File: src/rtl/lc3_pkg.sv
// Shared types and constants for the LC-3 memory access path.
package lc3_pkg;

  typedef enum logic [1:0] {
    IDLE,
    ACCESS,
    DONE
  } mem_state_t;

  localparam logic [15:0] IO_HEX_ADDR = 16'hFFFF;
  localparam int unsigned CNT_W       = 3;

  function automatic logic is_io_addr(input logic [15:0] addr);
    return addr == IO_HEX_ADDR;
  endfunction

endpackage

File: src/rtl/lc3_mmio.sv
// Memory-mapped I/O for the LC-3: address decode, hex-display register and
// the read-data path that selects switches or RAM.
module lc3_mmio
  import lc3_pkg::*;
(
  input  logic        clk_i,
  input  logic        rst_i,
  input  logic [15:0] addr_i,
  output logic        is_io_o,
  input  logic        io_sel_i,
  input  logic [15:0] sw_i,
  input  logic [15:0] ram_rdata_i,
  output logic [15:0] rd_data_o,
  input  logic        hex_we_i,
  input  logic [15:0] hex_wdata_i,
  output logic [15:0] hex_out_o
);

  logic [15:0] hex_q;

  assign is_io_o   = is_io_addr(addr_i);
  assign rd_data_o = io_sel_i ? sw_i : ram_rdata_i;
  assign hex_out_o = hex_q;

  always_ff @(posedge clk_i) begin
    if (rst_i) begin
      hex_q <= '0;
    end else if (hex_we_i) begin
      hex_q <= hex_wdata_i;
    end
  end

endmodule

File: src/rtl/lc3_mem_ctrl.sv
// LC-3 memory access sequencer: captures a request, waits WAIT_CYCLES extra
// cycles against a synchronous RAM or the MMIO block, then pulses R.
module lc3_mem_ctrl
  import lc3_pkg::*;
#(
  parameter int unsigned WAIT_CYCLES = 2
) (
  input  logic        Clk,
  input  logic        Reset,
  input  logic        MEM_REQ,
  input  logic        MEM_WE,
  input  logic [15:0] MAR,
  input  logic [15:0] MDR,
  input  logic [15:0] SW,
  output logic [15:0] MDR_In,
  output logic        R,
  output logic [15:0] ram_addr,
  output logic [15:0] ram_wdata,
  output logic        ram_we,
  input  logic [15:0] ram_rdata,
  output logic [15:0] hex_out
);

  mem_state_t         state_q, state_d;
  logic [CNT_W-1:0]   cnt_q, cnt_d;
  logic [15:0]        addr_q, wdata_q, mdr_in_q;
  logic               ram_we_q, op_we_q, io_q;
  logic               capture, finish;
  logic               mar_is_io;
  logic [15:0]        rd_data;

  always_comb begin
    state_d = state_q;
    cnt_d   = cnt_q;
    capture = 1'b0;
    finish  = 1'b0;
    case (state_q)
      IDLE: begin
        if (MEM_REQ) begin
          state_d = ACCESS;
          cnt_d   = CNT_W'(WAIT_CYCLES);
          capture = 1'b1;
        end
      end
      ACCESS: begin
        if (cnt_q == '0) begin
          state_d = DONE;
          finish  = 1'b1;
        end else begin
          cnt_d = cnt_q - CNT_W'(1);
        end
      end
      DONE:    state_d = IDLE;
      default: state_d = IDLE;
    endcase
  end

  always_ff @(posedge Clk) begin
    if (Reset) begin
      state_q  <= IDLE;
      cnt_q    <= '0;
      addr_q   <= '0;
      wdata_q  <= '0;
      ram_we_q <= 1'b0;
      op_we_q  <= 1'b0;
      io_q     <= 1'b0;
      mdr_in_q <= '0;
    end else begin
      state_q <= state_d;
      cnt_q   <= cnt_d;
      // Write strobe only lives for the first ACCESS cycle.
      ram_we_q <= capture & MEM_WE & ~mar_is_io;
      if (capture) begin
        addr_q  <= MAR;
        wdata_q <= MDR;
        op_we_q <= MEM_WE;
        io_q    <= mar_is_io;
      end
      if (finish && !op_we_q) begin
        mdr_in_q <= rd_data;
      end
    end
  end

  lc3_mmio u_mmio (
    .clk_i       (Clk),
    .rst_i       (Reset),
    .addr_i      (MAR),
    .is_io_o     (mar_is_io),
    .io_sel_i    (io_q),
    .sw_i        (SW),
    .ram_rdata_i (ram_rdata),
    .rd_data_o   (rd_data),
    .hex_we_i    (finish & op_we_q & io_q),
    .hex_wdata_i (wdata_q),
    .hex_out_o   (hex_out)
  );

  assign R         = (state_q == DONE);
  assign MDR_In    = mdr_in_q;
  assign ram_addr  = addr_q;
  assign ram_wdata = wdata_q;
  assign ram_we    = ram_we_q;

endmodule
File: config.mk
export PLATFORM = sky130hd
export DESIGN_NAME = lc3_mem_ctrl
export DESIGN_NICKNAME = d
export VERILOG_FILES = /design/src/rtl/lc3_pkg.sv /design/src/rtl/lc3_mmio.sv /design/src/rtl/lc3_mem_ctrl.sv
export SDC_FILE = /design/constraint.sdc
export NUM_CORES = 1
export LEC_CHECK = 0
export CAP_MARGIN = 30
export CORE_MARGIN = 5
export CORE_UTILIZATION = 35
export DETAILED_ROUTE_END_ITERATION = 10
export PLACE_DENSITY = 0.69
export SLEW_MARGIN = 5
export SYNTH_ARGS = -nofsm -noshare
export SYNTH_HDL_FRONTEND = slang
export SYNTH_SLANG_ARGS = --single-unit
File: constraint.sdc
create_clock -name Clk -period 1.6 [get_ports Clk]
set_input_delay 0.16 -clock Clk [delete_from_list [all_inputs] [get_ports Clk]]
set_output_delay 0.16 -clock Clk [all_outputs]
set_load 0.02 [all_outputs]
==> flow_summary.ini, run 1 <==
[outcome]
status = complete, no violations

[cells_and_area]
area_growth_pct = 56.7
final_common_cell = clkdlybuf4s50_1
final_util_pct = 56.2
layout_common_cells = clkdlybuf4s50_1 (131), dfxtp_1 (70), mux2i_1 (49), nor2_1 (35), a21oi_1 (34)
finalInstanceArea_sq_um = 4620
drive_above_1_share_pct = 7.66
fin_nets = 509
diodes = 0

[timing]
fmax_mhz = 660
max_slew_margin_pct = 68.8
worst_clock_skew_ns = 0.00825
period_needed_ns = 1.51
holdWs_ns = 0.182
grt_setup_unrepaired = false
setup_viol_count_final = 0
worst_slack_ns = 0.0854
fin_crit_sh_pct = 94.7
slew_violations = 0
worst_slew_pin_slew_ns = 0.467
hold_viol_final = 0

[clocking]
insertion_delay_ns = 0.35
htreeDepth = 3
cts_tree = yes
cts.clk_slew.worst_paths_ns = 0.08
cts_sinks = 72
clock-root-buffer = clkbuf_8
post_cts_buffers = 0
ctsResizeCount = 5
numCtsBuffers = 9
clockBufferDepth = 2
postCtsHoldBufs = 0

[global_route]
grt_pass1_wl_mm = 13.1
overflow = 0
grt_max_degree = 70
antenna_found_initial = 0
grt_pass1_vias = 2709
globalRouteTotalUtil_pct = 16.1

[critical_path]
end_kind = output pin
path_class = register to output pin
cp-start-kind = register
worstReg2RegStart = cnt_q[1]
cp_slowest_cell = clkdlybuf4s50_1
reg2reg_slack_ns = 0.12
worstPathArrival_ns = 1.35
crit_family = buffers and inverters
cp.buffers_inverters = 1
path_depth = 1
slowest_delay_ns = 0.64
crit_fanout = 3
worstReg2RegEnd = MDR_In[9]
required_ns = 1.44
worstPathCellList = clkdlybuf4s50_1
r2r_cells = 6

[drt]
ant_nets = 0
drt-total-wl_mm = 8.28
routedWlPerCell_um = 15.1
drt_iter0_drc = 90
vias = 2706
firstDrtPassIters = 4
drc = 0
viasPerCell = 4.93

[synth]
yosysWarnings = 0
syn_nets = 382
synthCells = 312
avgSynthCellArea_sq_um = 9.45
synth_seq_cells = 72
netlist_area_sq_um = 2950
seq_area_frac_synth_pct = 48.9
ys_types = 32

[die]
die_w_um = 102
dieArea_sq_um = 10400
io_pins = 134
row_count = 33
core_sq_um = 8220
die_y_um = 102
initial_utilization_pct = 35.9

[placed_design]
port_buffers = 133
place_ws_ns = -0.156
finalWeightedCongestion = 0.807
dpl_cell_area_sq_um = 4380
hpwl_mm = 6.04

[pwr]
peakVddDrop_mv = 0.679
power_density_nw_per_um2 = 978
leakage_nw = 1.68
p_total_mw = 4.52

[worst_hold_path]
hp-class = input pin to register
holdPathStages = 4
holdCritStartpoint = Reset
whs_endpoint = io_q

[run]
cap_violations = 0
sequential cells by signal (all words and copies together) (netlist names):
register	count
ram_we	1
state_q	2
MDR_In	16
ram_wdata	16
u_mmio.hex_out_o	16
cnt_q	3
op_we_q	1
ram_addr	16
io_q	1
cells by family after synthesis:
kind of cell | after synthesis | share of synthesized area, %
compound gates | 72 | 12.6
fa+ha+maj | 2 | 0.849
buf+inv | 31 | 5.22
flops | 72 | 48.9
mux | 49 | 16.6
simple gates | 86 | 15.7
worst max path at each step:
stage / to / start / slack (ns)
2_1_floorplan: MDR_In[0] / cnt_q[0] / 0.19
3_3_place_gp: ram_we / MAR[13] / -0.13
3_5_place_dp: ram_we / MAR[13] / -0.16
4_1_cts: MDR_In[9] / cnt_q[0] / 0.01
5_1_grt: ram_wdata[4] / ram_wdata[4] / 0.01
6_report: ram_wdata[6] / ram_wdata[6] / 0.09
per-stage QoR:
stage | setup TNS [ns] | cells
after floorplan | 0 | 312
after global placement | -0.162 | 533
after detailed placement | -1.18 | 533
after CTS | 0 | 549
after global routing | 0 | 549
final | 0 | 549
cell usage after synthesis, drive strengths merged:
cell type  number  area, sq um
and4bb          1         12.5
or3            16          100
nor3b           2         15.0
a211oi          1         7.51
clkbuf         17         68.8
nand2           2         7.51
nor2           35          131
or4             1         7.51
dfxtp          72         1440
nor2b           2         12.5
buf            10         70.1
and2            1         6.26
a32o            1         10.0
and4            1         8.76
and2b           1         7.51
mux2i          49          490
o21bai          2         15.0
o21ai          34          170
ha              2         25.0
nand2b          1         6.26
nand4bb         1         27.5
nand4           4         25.0
a21oi          34          170
nand3          16         80.1
inv             4         15.0
and4b           1         10.0
and3            1         6.26
per-layer routing:
metal	track usage, %	routed length (um)	vias to the layer above
met3	7.44	824	7
met2	26.6	4090	81
li1	-	-	1358
met5	0	0	-
met1	18.5	3290	1260
met4	5.21	87	0
cell type report:
| cell class | count | area (sq um) |
|---|---|---|
| clock buffers | 10 | 138 |
| clock inverters | 6 | 75.1 |
| fillers | 748 | 3600 |
| inverters | 4 | 15.0 |
| multi-input cells | 209 | 1370 |
| flip-flops and latches | 72 | 1440 |
| well taps | 105 | 131 |
| repair buffers | 143 | 1450 |
where the power goes:
group | switching [mW] | internal (mW) | total (mW)
sequential | 0.0762 | 1.91 | 1.98
clock | 0.738 | 0.787 | 1.52
combinational | 0.476 | 0.534 | 1.01
(Power assumes the default switching activity.)
==> inputs of run 2 (changes only) <==
- PLACE_DENSITY: 0.69 -> 0.72
- clock period: 1.6 -> 1.3 ns (I/O delays scaled with it)
==> run 2 against run 1 <==
Count of clock-buffer cells in the layout stayed put. Via count is 5.0% higher. Final area is 10% higher. Non-clock buffer count is 19 higher. Global-route usage is 1.3 points higher. The run now ends with setup timing left. Combinational power is 52% higher. Setup slack worse by 0.20 ns.
==> flow_summary.ini, run 2 (same netlist as run 1, synthesis figures left out) <==
[timing]
worst_slew_pin_slew_ns = 0.357
slew_violations = 0
worst_clock_skew_ns = 0.0121
hold_viol_final = 0
period_needed_ns = 1.41
setup-tns-final_ns = -2.67
max_slew_margin_pct = 76.2
grt_setup_unrepaired = true
setup_viol_count_final = 57
fin_crit_sh_pct = 109
worst_slack_ns = -0.112
fmax_mhz = 708

[drt]
drt_iter0_drc = 76
routedWlPerCell_um = 16.4
viasPerCell = 5.00
drc = 0
wl_met2_mm = 4.61
vias = 2840
wl_met3_um = 874
drt-total-wl_mm = 9.31
met1Wirelength_mm = 3.67
ant_nets = 0
firstDrtPassIters = 4
top_layer = met4

[critical_path]
end_kind = register
cp-start-kind = register
worstPathArrival_ns = 1.63
crit_fanout = 3
required_ns = 1.52
path_class = register to register

[clocking]
postCtsHoldBufs = 0
numCtsBuffers = 9
insertion_delay_ns = 0.34
htreeDepth = 3
cts.clk_slew.worst_paths_ns = 0.08
clock-root-buffer = clkbuf_8
cts_sinks = 72
clockBufferDepth = 2
cts_tree = yes

[die]
initial_utilization_pct = 35.9
dieArea_sq_um = 10400
io_pins = 134
die_y_um = 102
core_sq_um = 8220
die_w_um = 102
row_count = 33

[placed_design]
finalWeightedCongestion = 0.712
hpwl_mm = 6.33
dp.cells = 539
port_buffers = 133
dpl_cell_area_sq_um = 4480

[cells_and_area]
fin_cells = 568
final_common_cell = dfxtp_1
layout_common_cells = dfxtp_1 (69), clkdlybuf4s50_1 (66), dlygate4sd2_1 (64), mux2i_1 (45), nor2_1 (35)
fin_nets = 528
finalInstanceArea_sq_um = 5090
final_util_pct = 61.9
area_growth_pct = 72.5
diodes = 0
drive_above_1_share_pct = 19.4
fill_cells = 707

[global_route]
overflow = 0
antenna_found_initial = 0
grt_max_degree = 40
grt_pass1_vias = 2842
globalRouteTotalUtil_pct = 17.4
grt_pass1_wl_mm = 14.1

[run]
cap_violations = 0

[pwr]
leakage_nw = 2.14
power_density_nw_per_um2 = 1200
peakVddDrop_mv = 0.676

[outcome]
status = complete, but fails checks
violations = setup timing

[worst_hold_path]
hp-class = input pin to register
run 2: where the power goes:
part	internal (mW)	switching (mW)	total, mW
Clock	1.29	0.854	2.14
Combinational	0.832	0.707	1.54
Sequential	2.34	0.0928	2.44
run 2: routing by layer:
metal	vias to the layer above	global-route usage, %
met5	-	0
met4	0	5.62
met3	15	6.47
met2	102	29.8
met1	1333	20.1
li1	1390	-
run 2: worst max-delay path, stage by stage (launching register included):
cell and delay, ns:
dfxtp_4 0.36, buf_6 0.12, buf_6 0.10, buf_4 0.14, buf_6 0.12, nor2b_4 0.12, and3_4 0.14, a32o_1 0.20
run 2: per-stage QoR:
| step | hold WS (ns) | power, mW | setup WS, ns |
|---|---|---|---|
| 6_report | 0.152 | 6.12 | -0.112 |
| 5_1_grt | 0.154 | 6.40 | -0.183 |
| 4_1_cts | 0.139 | 6.01 | -0.0922 |
| 3_5_place_dp | 0.465 | 3.79 | -0.346 |
| 3_3_place_gp | 0.460 | 3.75 | -0.299 |
| 2_1_floorplan | 0.277 | 3.16 | -0.000483 |
run 2: worst paths after layout:
| path | from | end | slack (ns) | depth (start not counted) |
|---|---|---|---|---|
| worst max-delay path | state_q[0] | cnt_q[0] | -0.11 | 7 |
| worst max register to register | state_q[0] | cnt_q[0] | -0.11 | 7 |
| worst min-delay path | Reset | MDR_In[13] | 0.15 | 2 |
| worst min register to register | u_mmio.hex_out_o[4] | u_mmio.hex_out_o[4] | 0.48 | 2 |
run 2: final cells by class:
type	count	area (sq um)	share of cell area [%]
clock inverters	6	115	2.26
flip-flops and latches	72	1450	28.5
inverters	4	15.0	0.295
multi-input cells	209	1550	30.4
well taps	105	131	2.58
repair buffers	162	1700	33.4
clock buffers	10	128	2.51
run 2: what timing repair did:
action,in CTS,in global routing
pin swaps,2,12
gates cloned,3,4
setup buffers,5,2
gates resized for setup,94,36
hold endpoints to repair,0,0
setup endpoints to repair,117,68
==> inputs of run 3 (changes only) <==
- CORE_UTILIZATION: 35 -> 37
- PLACE_DENSITY: 0.72 -> 0.86
==> run 3 against run 2 <==
The run still ends with setup timing left. Critical path depth down 1. Count of clock-buffer cells in the layout up 1. Register-to-register slack better by 0.03 ns. Clock skew down 0.0052 ns. Final area down 3.1%. Sequential power about the same. Combinational power down 8%. Total power down 5.9%. Routed wire length down 1.2%. Non-clock buffer count down 3. Cell count down 1.1%. Critical path type unchanged. Highest routed layer unchanged.
==> flow_summary.ini, run 3 (same netlist as run 1, synthesis figures left out) <==
[outcome]
status = complete, but fails checks
violations = setup timing

[global_route]
grt_pass1_wl_mm = 13.7
overflow = 0
globalRouteTotalUtil_pct = 17.2
antenna_found_initial = 0
grt_pass1_vias = 2768
grt_max_degree = 37

[timing]
grt_setup_unrepaired = true
period_needed_ns = 1.38
slew_violations = 0
setup_viol_count_final = 27
max_slew_margin_pct = 79.1
holdWs_ns = 0.0903
setup-tns-final_ns = -1.20
worst_slew_pin_slew_ns = 0.313
worst_clock_skew_ns = 0.00690
fin_crit_sh_pct = 106
hold_viol_final = 0
fmax_mhz = 724
worst_slack_ns = -0.0814

[die]
die_y_um = 99.3
die_w_um = 99.3
io_pins = 134
row_count = 32
core_sq_um = 7730
dieArea_sq_um = 9850
initial_utilization_pct = 38.1

[cells_and_area]
final_common_cell = dfxtp_1
fin_nets = 525
fin_cells = 562
final_util_pct = 63.8
diodes = 0
finalInstanceArea_sq_um = 4930
drive_above_1_share_pct = 16.1
area_growth_pct = 67.3
layout_common_cells = dfxtp_1 (69), clkdlybuf4s50_1 (65), dlygate4sd2_1 (64), mux2i_1 (46), nor2_1 (35)

[placed_design]
finalWeightedCongestion = 0.801
hpwl_mm = 6.48
dpl_cell_area_sq_um = 4520
dp.cells = 539
port_buffers = 133

[clocking]
numCtsBuffers = 9
clockBufferDepth = 2
clock-root-buffer = clkbuf_8
htreeDepth = 3
cts.clk_slew.worst_paths_ns = 0.07
postCtsHoldBufs = 0
insertion_delay_ns = 0.34
cts_sinks = 72
cts_tree = yes

[pwr]
sw_frac_of_total_pct = 27.6
peakVddDrop_mv = 0.756
power_density_nw_per_um2 = 1170
intPower_mw = 4.17
clockPowerShare_pct = 33.0
power_frac_comb_pct = 24.5
p_switching_mw = 1.59
leakage_nw = 2.08
p_seq_share_pct = 42.4

[drt]
drc = 0
firstDrtPassIters = 4
viasPerCell = 5.10
vias = 2864
routedWlPerCell_um = 16.4
ant_nets = 0
drt_iter0_drc = 118
drt-total-wl_mm = 9.20

[critical_path]
path_class = register to register
cp_slowest_cell = dfxtp_2
cp-start-kind = register
reg2reg_slack_ns = -0.08
cp.buffers_inverters = 2
crit_family = simple AND/OR/NAND/NOR gates
slowest_delay_ns = 0.33
worstPathArrival_ns = 1.65
required_ns = 1.57
crit_fanout = 32
worstReg2RegStart = cnt_q[0]
worstPathCellList = inv_2 -> ha_4 -> nand4bb_4 -> buf_12 -> or3_1 -> a21oi_1
r2r_cells = 6
end_kind = register
worstReg2RegEnd = MDR_In[3]

[run]
cap_violations = 0

[worst_hold_path]
holdCritStartpoint = Reset
whs_endpoint = MDR_In[12]
holdPathStages = 2
hp-class = input pin to register
-- run 3: cell types whose count changed in the layout (fill, tap and decap cells not counted), moves of 3 or more --
cell and change:
a21oi_1 +5, a21oi_2 -5, mux2i_2 -3, nand3_2 -3, o21ai_0 -8, o21ai_1 +6
-- run 3: area by class of cell --
cell class                      instances  area, sq um
Clock buffer                           11          131
Clock inverter                          5         81.3
Fill cell                             624         2800
Inverter                                4         15.0
Multi-Input combinational cell        209         1510
Sequential cell                        72         1450
Tap cell                              102          128
Timing Repair Buffer                  159         1610
-- run 3: layer usage --
metal | vias to the layer above | GRT usage, % | wire length [um]
li1 | 1387 | - | -
met1 | 1344 | 18.9 | 3470
met2 | 120 | 29.2 | 4720
met3 | 13 | 7.36 | 870
met4 | 0 | 6.83 | 136
met5 | - | 0 | 0
-- run 3: power by group through the flow --
stage | Sequential (mW) | Clock, mW | Combinational, mW
after detailed placement | 2.49 | 0 | 1.34
after floorplan | 2.62 | 0 | 0.547
after global routing | 2.46 | 2.08 | 1.51
after CTS | 2.44 | 1.95 | 1.27
after global placement | 2.48 | 0 | 1.30
final | 2.45 | 1.90 | 1.41
-- run 3: stage by stage --
stage	power [mW]	worst slack, ns
6_report	5.76	-0.0814
5_1_grt	6.06	-0.148
4_1_cts	5.66	-0.0890
3_5_place_dp	3.83	-0.351
3_3_place_gp	3.78	-0.270
2_1_floorplan	3.16	-0.000483
-- run 3: what timing repair did --
| item | in CTS | in global routing |
|---|---|---|
| buffers inserted | 1 | 4 |
| gates resized for setup | 75 | 46 |
| pin swaps | 1 | 14 |
| cloned | 0 | 3 |
| setup endpoints to repair | 101 | 55 |
-- run 3: worst reg2reg max path, cell delays in order, from the launching register on --
cell       delay (ns)
dfxtp_2          0.33
inv_2            0.07
ha_4             0.16
nand4bb_4        0.13
buf_12           0.18
or3_1            0.32
a21oi_1          0.13
-- run 3: worst max-delay path by stage --
stage	endpoint	slack, ns	cells after the start	from
after global placement	ram_we	-0.27	4	MAR[13]
after global routing	MDR_In[6]	-0.15	6	cnt_q[1]
after floorplan	u_mmio.hex_out_o[12]	-0.0005	7	cnt_q[1]
after detailed placement	ram_we	-0.35	4	MAR[11]
final	MDR_In[3]	-0.08	6	cnt_q[0]
after CTS	MDR_In[12]	-0.09	6	cnt_q[0]
